File: src/rtl/verificar_pin_if.sv
// Bus between the PIN-assembly stage and the verifier: packet in, lock/feedback out.
// pin_in packing: [16] status, [15:12] digit1, [11:8] digit2, [7:4] digit3, [3:0] digit4.
interface verificar_pin_if #(
  parameter int unsigned MAX_TRIES = 3
);
  localparam int unsigned TriesW = $clog2(MAX_TRIES + 1);

  logic [16:0]       pin_in;
  logic              prog_req;
  logic              lock_now;
  logic              unlock;
  logic              lockout;
  logic              ok_pulse;
  logic              fail_pulse;
  logic              prog_ok;
  logic [TriesW-1:0] tries_left;

  modport master (
    output pin_in, prog_req, lock_now,
    input  unlock, lockout, ok_pulse, fail_pulse, prog_ok, tries_left
  );

  modport slave (
    input  pin_in, prog_req, lock_now,
    output unlock, lockout, ok_pulse, fail_pulse, prog_ok, tries_left
  );
endinterface

File: src/rtl/verificar_pin.sv
// PIN verifier: matches submitted PINs against a programmable master, drives the lock,
// counts consecutive failures and enforces a timed lockout.
module verificar_pin #(
  parameter logic [15:0] DEFAULT_PIN    = 16'h1234,
  parameter int unsigned MAX_TRIES      = 3,
  parameter int unsigned UNLOCK_CYCLES  = 50_000_000,
  parameter int unsigned LOCKOUT_CYCLES = 500_000_000,
  parameter logic [3:0]  DIGIT_BLANK    = 4'hA
) (
  input logic clk,
  input logic rst,
  verificar_pin_if.slave bus
);

  localparam int unsigned TriesW    = $clog2(MAX_TRIES + 1);
  localparam int unsigned MaxCycles = (UNLOCK_CYCLES > LOCKOUT_CYCLES) ? UNLOCK_CYCLES
                                                                       : LOCKOUT_CYCLES;
  localparam int unsigned TimerW    = $clog2(MaxCycles);

  localparam logic [TimerW-1:0] UnlockLoad  = TimerW'(UNLOCK_CYCLES - 1);
  localparam logic [TimerW-1:0] LockoutLoad = TimerW'(LOCKOUT_CYCLES - 1);
  localparam logic [TriesW-1:0] TriesFull   = TriesW'(MAX_TRIES);

  typedef struct packed {
    logic       status;
    logic [3:0] digit1;
    logic [3:0] digit2;
    logic [3:0] digit3;
    logic [3:0] digit4;
  } pinPac_t;

  typedef enum logic [1:0] {StIdle, StUnlocked, StLockedOut} state_e;

  state_e            state_q, state_d;
  logic [15:0]       master_q, master_d;
  logic [TimerW-1:0] timer_q, timer_d;
  logic [TriesW-1:0] tries_q, tries_d;
  logic              status_q;
  logic              ok_q, ok_d;
  logic              fail_q, fail_d;
  logic              prog_q, prog_d;
  logic              unlock_q, unlock_d;
  logic              lockout_q, lockout_d;

  pinPac_t     pin;
  logic [15:0] pin_digits;
  logic        pin_valid;
  logic        pin_match;
  logic        submit;

  assign pin        = pinPac_t'(bus.pin_in);
  assign pin_digits = {pin.digit1, pin.digit2, pin.digit3, pin.digit4};
  assign pin_valid  = (pin.digit1 != DIGIT_BLANK) && (pin.digit2 != DIGIT_BLANK) &&
                      (pin.digit3 != DIGIT_BLANK) && (pin.digit4 != DIGIT_BLANK);
  assign pin_match  = (pin_digits == master_q);
  // Only the rising edge of status is a submit, so a held status yields one response.
  assign submit     = pin.status & ~status_q;

  always_ff @(posedge clk or negedge rst) begin
    if (!rst) begin
      state_q <= StIdle;
    end else begin
      state_q <= state_d;
    end
  end

  always_comb begin
    state_d  = state_q;
    master_d = master_q;
    timer_d  = timer_q;
    tries_d  = tries_q;
    ok_d     = 1'b0;
    fail_d   = 1'b0;
    prog_d   = 1'b0;
    unique case (state_q)
      StIdle: begin
        if (submit) begin
          if (pin_valid && pin_match) begin
            state_d = StUnlocked;
            ok_d    = 1'b1;
            tries_d = TriesFull;
            timer_d = UnlockLoad;
          end else begin
            fail_d  = 1'b1;
            tries_d = tries_q - TriesW'(1);
            if (tries_q == TriesW'(1)) begin
              state_d = StLockedOut;
              timer_d = LockoutLoad;
            end
          end
        end
      end
      StUnlocked: begin
        // Door closing and timer expiry both take priority over any submit.
        if (bus.lock_now || (timer_q == '0)) begin
          state_d = StIdle;
        end else begin
          timer_d = timer_q - TimerW'(1);
          if (submit && bus.prog_req) begin
            if (pin_valid) begin
              master_d = pin_digits;
              prog_d   = 1'b1;
              timer_d  = UnlockLoad;
            end else begin
              fail_d = 1'b1;
            end
          end
        end
      end
      StLockedOut: begin
        if (timer_q == '0) begin
          state_d = StIdle;
          tries_d = TriesFull;
        end else begin
          timer_d = timer_q - TimerW'(1);
        end
      end
      default: state_d = StIdle;
    endcase
  end

  always_comb begin
    unlock_d  = (state_d == StUnlocked);
    lockout_d = (state_d == StLockedOut);
  end

  always_ff @(posedge clk or negedge rst) begin
    if (!rst) begin
      master_q  <= DEFAULT_PIN;
      timer_q   <= '0;
      tries_q   <= TriesFull;
      status_q  <= 1'b0;
      ok_q      <= 1'b0;
      fail_q    <= 1'b0;
      prog_q    <= 1'b0;
      unlock_q  <= 1'b0;
      lockout_q <= 1'b0;
    end else begin
      master_q  <= master_d;
      timer_q   <= timer_d;
      tries_q   <= tries_d;
      status_q  <= pin.status;
      ok_q      <= ok_d;
      fail_q    <= fail_d;
      prog_q    <= prog_d;
      unlock_q  <= unlock_d;
      lockout_q <= lockout_d;
    end
  end

  assign bus.unlock     = unlock_q;
  assign bus.lockout    = lockout_q;
  assign bus.ok_pulse   = ok_q;
  assign bus.fail_pulse = fail_q;
  assign bus.prog_ok    = prog_q;
  assign bus.tries_left = tries_q;

endmodule

File: src/flat_wrapper.sv
// flat-port wrapper written by rule: the top's interface ports become plain ports
module verificar_pin_flat 
#(
  parameter logic [15:0] DEFAULT_PIN    = 16'h1234,
  parameter int unsigned MAX_TRIES      = 3,
  parameter int unsigned UNLOCK_CYCLES  = 50_000_000,
  parameter int unsigned LOCKOUT_CYCLES = 500_000_000,
  parameter logic [3:0]  DIGIT_BLANK    = 4'hA
)
  (clk, rst, bus_pin_in, bus_prog_req, bus_lock_now, bus_unlock, bus_lockout, bus_ok_pulse, bus_fail_pulse, bus_prog_ok, bus_tries_left);
  verificar_pin_if #(.MAX_TRIES(MAX_TRIES)) bus_i ();
  input logic clk;
  input logic rst;
  input wire logic [$bits(bus_i.pin_in)-1:0] bus_pin_in;
  input wire logic [$bits(bus_i.prog_req)-1:0] bus_prog_req;
  input wire logic [$bits(bus_i.lock_now)-1:0] bus_lock_now;
  output wire logic [$bits(bus_i.unlock)-1:0] bus_unlock;
  output wire logic [$bits(bus_i.lockout)-1:0] bus_lockout;
  output wire logic [$bits(bus_i.ok_pulse)-1:0] bus_ok_pulse;
  output wire logic [$bits(bus_i.fail_pulse)-1:0] bus_fail_pulse;
  output wire logic [$bits(bus_i.prog_ok)-1:0] bus_prog_ok;
  output wire logic [$bits(bus_i.tries_left)-1:0] bus_tries_left;
  assign bus_i.pin_in = bus_pin_in;
  assign bus_i.prog_req = bus_prog_req;
  assign bus_i.lock_now = bus_lock_now;
  assign bus_unlock = bus_i.unlock;
  assign bus_lockout = bus_i.lockout;
  assign bus_ok_pulse = bus_i.ok_pulse;
  assign bus_fail_pulse = bus_i.fail_pulse;
  assign bus_prog_ok = bus_i.prog_ok;
  assign bus_tries_left = bus_i.tries_left;
  verificar_pin #(.DEFAULT_PIN(DEFAULT_PIN), .MAX_TRIES(MAX_TRIES), .UNLOCK_CYCLES(UNLOCK_CYCLES), .LOCKOUT_CYCLES(LOCKOUT_CYCLES), .DIGIT_BLANK(DIGIT_BLANK)) u_core (.clk(clk), .rst(rst), .bus(bus_i));
endmodule
File: config.mk
export PLATFORM = sky130hd
export DESIGN_NAME = verificar_pin_flat
export DESIGN_NICKNAME = d
export VERILOG_FILES = /design/src/rtl/verificar_pin_if.sv /design/src/rtl/verificar_pin.sv /design/src/flat_wrapper.sv
export SDC_FILE = /design/constraint.sdc
export NUM_CORES = 1
export LEC_CHECK = 0
export ABC_CLOCK_PERIOD_IN_PS = 2100
export CAP_MARGIN = 25
export CORE_ASPECT_RATIO = 0.9
export CORE_MARGIN = 3
export CORE_UTILIZATION = 40
export CTS_BUF_LIST = sky130_fd_sc_hd__clkbuf_2
export DETAILED_ROUTE_END_ITERATION = 8
export GPL_TIMING_DRIVEN = 0
export SETUP_SLACK_MARGIN = 0.3
export SYNTH_ARGS = -nofsm -noshare
export SYNTH_HDL_FRONTEND = slang
export SYNTH_SLANG_ARGS = --single-unit
File: constraint.sdc
create_clock -name clk -period 2.1 [get_ports clk]
set_input_delay 0.315 -clock clk [delete_from_list [all_inputs] [get_ports clk]]
set_output_delay 0.315 -clock clk [all_outputs]
set_load 0.02 [all_outputs]
Yosys cells after proc, flatten, opt, wreduce, memory -nomap -nowiden --
Index checks and enable logic that the tools add are counted.
Operators by class: $add $sub $neg 2, reductions and logical operators 13, bitwise operators 3, equality and inequality tests 15, mux-type cells 31
Operators by type and width (count):
- two-way mux 29 bit | 7
- one-hot mux 29 bit (3 select lines) | 1
- zero test 29 bit | 1
- subtractor 29 x 1 -> 29 bit (second input constant) | 1
- equality test 16 bit | 1
- two-way mux 2 bit | 8
- != test 4 bit (second input constant) | 4
- two-way mux 1 bit | 12
- equality test 2 x 1 -> 1 bit (second input constant) | 3
- one-hot mux 2 bit (3 select lines) | 1
- logical AND 1 bit | 5
- AND reduction 5 bit | 1
- equality test 2 bit (second input constant) | 2
- != test 2 x 1 -> 1 bit (second input constant) | 2
- != test 2 bit (second input constant) | 2
- one-hot mux 2 bit (2 select lines) | 1
- AND reduction 4 bit | 1
- != test 3 x 1 -> 1 bit (second input constant) | 1
- AND reduction 3 bit | 1
- nonzero test 3 bit | 1
- zero test 2 bit | 1
- inverter 1 bit | 2
- one-hot mux 1 bit (2 select lines) | 1
- nonzero test 2 bit | 1
- other kinds (3) | 3
Storage, ports and cells: word-level logic and storage cells 74, output and inout port bits 7, flip-flop bits (word level) 55, input bits 21

Logic depth before layout (Yosys ltp) --
word-level depth 9, gate-level depth with buffers 11, gate-level depth less buffers 8

Worst setup path after synthesis --
OpenSTA, ideal clock, no wires.
path type register to register, start point register u_core.timer_q[0], end point register u_core.master_q[10], setup slack -0.226 ns, stages on the path, launching flop included 10, period minus slack after synthesis 2.326 ns, library setup time 0.125 ns, arrival time 2.201 ns, path buffers 2, required time 1.975 ns, cell sequence dfrtp_1 inv_1 ha_1 nor3b_2 and4_1 buf_2 a31oi_1 nand2_2 buf_2 mux2_2
On the way: cells in the longest elaborated chain, start to end 4
RTL lines:
- start: declaration | line verificar_pin.sv:36 | logic [TimerW-1:0] timer_q, timer_d;
- start signal: assignment | line verificar_pin.sv:140 | timer_q <= timer_d;
- zero test 29 bit | line verificar_pin.sv:95 | if (bus.lock_now || (timer_q == '0)) begin
- logical OR 1 bit | line verificar_pin.sv:95
- inverter 1 bit (no source line)
- AND reduction 4 bit (no source line)
- end signal: assignment | line verificar_pin.sv:139 | master_q <= master_d;
- end: declaration | line verificar_pin.sv:35 | logic [15:0] master_q, master_d;
Every way passes these cells. A chain may end at the register's enable or synchronous reset.

Final worst setup path --
start point register u_core.timer_q[9], end point register u_core.timer_q[0]
On the way: cells in the longest elaborated chain, start to end 4, elaborated cells on any way between the ends 5, those cells by class eq/ne (2); reduce/logical (3)
RTL lines (line):
- zero test 29 bit * | verificar_pin.sv:95, verificar_pin.sv:111
- logical OR 1 bit | verificar_pin.sv:95
- != test 2 bit (no source line)
- AND reduction 5 bit (no source line) *
Every way passes the cells marked *; elsewhere a longest branch is shown, timed or not.

==> reports/results.ini <==
[run_status]
outcome = finished with violations
violations = negative setup slack

[grt]
via_count_of_the_first_global_routing_pass = 3029
number_of_antenna_violations_at_the_first_check_in_global_routing = 0
first_pass_grt_wire_length_um = 15500
grt_use_total_pct = 20.7
grt-ovfl-total = 0
maximum_number_of_pins_on_one_net_before_global_route_repair = 35

[route]
totalWireLength_um = 9590
detail_route.first_pass.iterations = 5
via_count = 3123
avgViaCountPerCell = 5.98
first_iter_violations = 162
drc = 0
wl_per_cell_um = 18.4
route.antenna.remaining_nets = 0

[yosys]
yosys.area.top_type = sky130_fd_sc_hd__dfrtp_1
ys_seq_elements = 55
synthesis.nets = 374
yosys_warnings = 0
syn_area_mm2 = 0.00328
avgSynthCellArea_um2 = 9.44
synth_cell_type_count = 52
synth_cells = 347
synth_seq_area_share_pct = 42.3
synth_top_area_share_pct = 36.7
synthTopCellsByArea = sky130_fd_sc_hd__dfrtp_1 37%, sky130_fd_sc_hd__dfstp_2 5.6%, sky130_fd_sc_hd__mux2_2 5.5%

[flow_run]
drv.max_cap_violation_count = 0

[setup_path]
cp_top_family = simple AND/OR/NAND/NOR gates
critPathBufInv = 2
worst_r2r_endpoint = u_core.timer_q[0]
worstPathCellList = or3_1 > nor4_1 > a41oi_1 > o21ai_2 > or2_4 > buf_8 > buf_8 > mux2i_1
crit_type = reg2reg
worst_path_most_repeated_cell = sky130_fd_sc_hd__buf_8
reg2reg_slack_ns = -0.17
cp_data_arrival_time_ns = 2.67
worstSetupStartpointType = flip-flop
ff2ff_path_depth = 8
worst_r2r_startpoint = u_core.timer_q[9]
timing.critical_path.fanout_max = 6
critical_path_s_slowest_cell = sky130_fd_sc_hd__dfrtp_2
cp-end-kind = flip-flop
required_ns = 2.50
critPathMaxStageDelay_ns = 0.54

[layout]
multiInputGateArea_mm2 = 0.00224
area_delta_synth_final_pct = 46.9
share_of_final_layout_standard_cells_stronger_than_drive_strength_1_pct = 42.5
final_nets = 452
seq_area_mm2 = 0.00139
filler_cell_count = 624
antenna_cells = 0

[timing]
worst_slew_margin_rel_pct = 63.0
highest_clock_frequency_the_design_can_meet_mhz = 440
slew_viol_final = 0
hold_slack_ns = 0.292
setup_viol = 46
fin_crit_share_pct = 108
finalClockSkew_ns = 0.0413
min_period_ns = 2.27
worst_slack_ns = -0.171
grt_setup_unrepaired = yes
number_of_failing_hold_endpoints_at_the_final_stage = 0
worst_pin_slew_ns = 0.556

[clock_network]
clock_insertion_delay_worst_skew_ns = 0.47
cts-buffers-inserted = 5
clock_tree_from_tritoncts = built
clock_pin_slew_on_the_worst_setup_and_hold_paths_ns = 0.32
clkSinkCount = 55
htree_num_levels = 2
deepest_clock_path_buffer_count = 2
clock_tree_root_driver_cell = sky130_fd_sc_hd__clkbuf_2

[die]
die_y_um = 91.9
num_io_pins = 28
initial_standard_cell_utilization_of_the_core_pct = 42.4
fp.coreArea_mm2 = 0.00773
fp.dieArea_mm2 = 0.00932
fp-row-count = 30
die_w_um = 101

[placed_design]
port-buffer-count = 27
place.gp.congestion = 0.848
hpwl_um = 6070

[power]
power.ir.vdd_worst_v = 0.000383
post-layout-total-power_uw = 4700
powerDensity_mw_per_mm2 = 976
power_leakage_uw = 0.00218

[min_path]
min_path_type = in2async

-- layout make-up --
| cell class | count | share of cell area, % |
|---|---|---|
| repair buffers | 71 | 14.7 |
| plain buffers | 17 | 3.92 |
| well taps | 96 | 2.49 |
| inverters | 16 | 1.51 |
| clock buffers | 5 | 0.520 |
| multi-input cells | 259 | 46.6 |
| flip-flops and latches | 55 | 28.8 |
| clock inverters | 3 | 1.40 |
-- stage by stage --
stage	TNS [ns]	util (%)	cell area, um^2	instances	setup slack, ns
2_1_floorplan	-0.163	-	3410	347	-0.0211
3_3_place_gp	-87.57	49.1	3800	470	-1.09
3_5_place_dp	-32.27	49.3	3810	471	-0.781
4_1_cts	-1.79	59.5	4600	516	-0.0864
5_1_grt	-7.79	62.3	4810	522	-0.238
6_report	-3.68	62.3	4810	522	-0.171
-- how the worst max path moves through the flow --
stage,from,endpoint,slack (ns),cells after the start
2_1_floorplan,bus_pin_in[14],u_core.timer_q[12],-0.02,8
3_3_place_gp,rst,u_core.timer_q[4],-1.09,1
3_5_place_dp,bus_pin_in[14],u_core.timer_q[19],-0.78,9
4_1_cts,u_core.timer_q[1],u_core.timer_q[0],-0.09,11
5_1_grt,u_core.timer_q[0],u_core.timer_q[0],-0.24,11
6_report,u_core.timer_q[9],u_core.timer_q[0],-0.17,8
-- flip-flops by register name (all words and copies together) (netlist names), 2 cells and up --
register and flops:
u_core.state_q 2, u_core.bus.tries_left 2, u_core.timer_q 29, u_core.master_q 16
-- where the power goes --
group	switching [uW]	leakage, uW	internal, uW	total [uW]
Combinational	1340	0.00145	1050	2380
Sequential	326	0.000684	1310	1640
Clock	361	0.0000492	319	679
Total	2020	0.00218	2670	4700
-- layout by cell type, fill, tap and decap left out, drive strengths merged, types with 6 or more instances in the layout --
| cell | instances |
|---|---|
| nand2 | 11 |
| a21oi | 30 |
| xor2 | 16 |
| mux2 | 16 |
| dfrtp | 48 |
| nor3 | 15 |
| clkdlybuf4s50 | 19 |
| o21ai | 19 |
| dfstp | 7 |
| nor2 | 38 |
| inv | 15 |
| clkbuf | 10 |
| ha | 6 |
| o31ai | 23 |
| a31oi | 17 |
| buf | 56 |
| nor4 | 10 |
-- Yosys cell counts (all sizes together) --
cell type and instances:
and4bb 1, inv 15, mux2 16, nor2b 2, nor4bb 3, nand2b 5, a21oi 30, clkinv 1
nor3 15, and3 3, clkbuf 5, o2111ai 1, a21o 1, a221oi 1, o21ai 19, nand3 5
o31ai 23, or4 2, a32o 1, a311oi 1, a41oi 2, a31oi 17, and2 2, a22oi 1
o21bai 1, buf 12, dfstp 7, ha 6, dfrtp 48, and4 2, mux2i 2, o32a 5
xor2 16, or2 3, or3 1, nor3b 1, nand2 11, nor4 10, o41ai 2, a211oi 5
o32ai 1, nor2 38, nand4 4
-- layer usage --
layer	track usage (%)	wire, um	vias up
met3	3.19	490	15
met2	31.5	4560	95
li1	-	-	1464
met5	0	0	-
met4	5.54	164	0
met1	30.5	4380	1549
-- kinds of logic after synthesis --
logic type | share of synthesized area [%]
AO/OA/AOI/OAI | 22.3
XOR/XNOR | 4.28
AND/OR/NAND/NOR | 17.7
multiplexers | 6.11
flip-flops | 42.3
buffers and inverters | 5.08
adder cells (fa/ha/maj) | 2.29
-- timing repair --
action | 4_1_cts | 5_1_grt
endpoints found under the hold margin | 19 | 0
cloned | 4 | 1
endpoints found under the setup margin | 56 | 59
hold buffers | 1 | 0
resized for setup | 106 | 40
setup buffers | 32 | 5
pin swaps | 28 | 14
No activity file was read; power rests on OpenSTA's default activity.
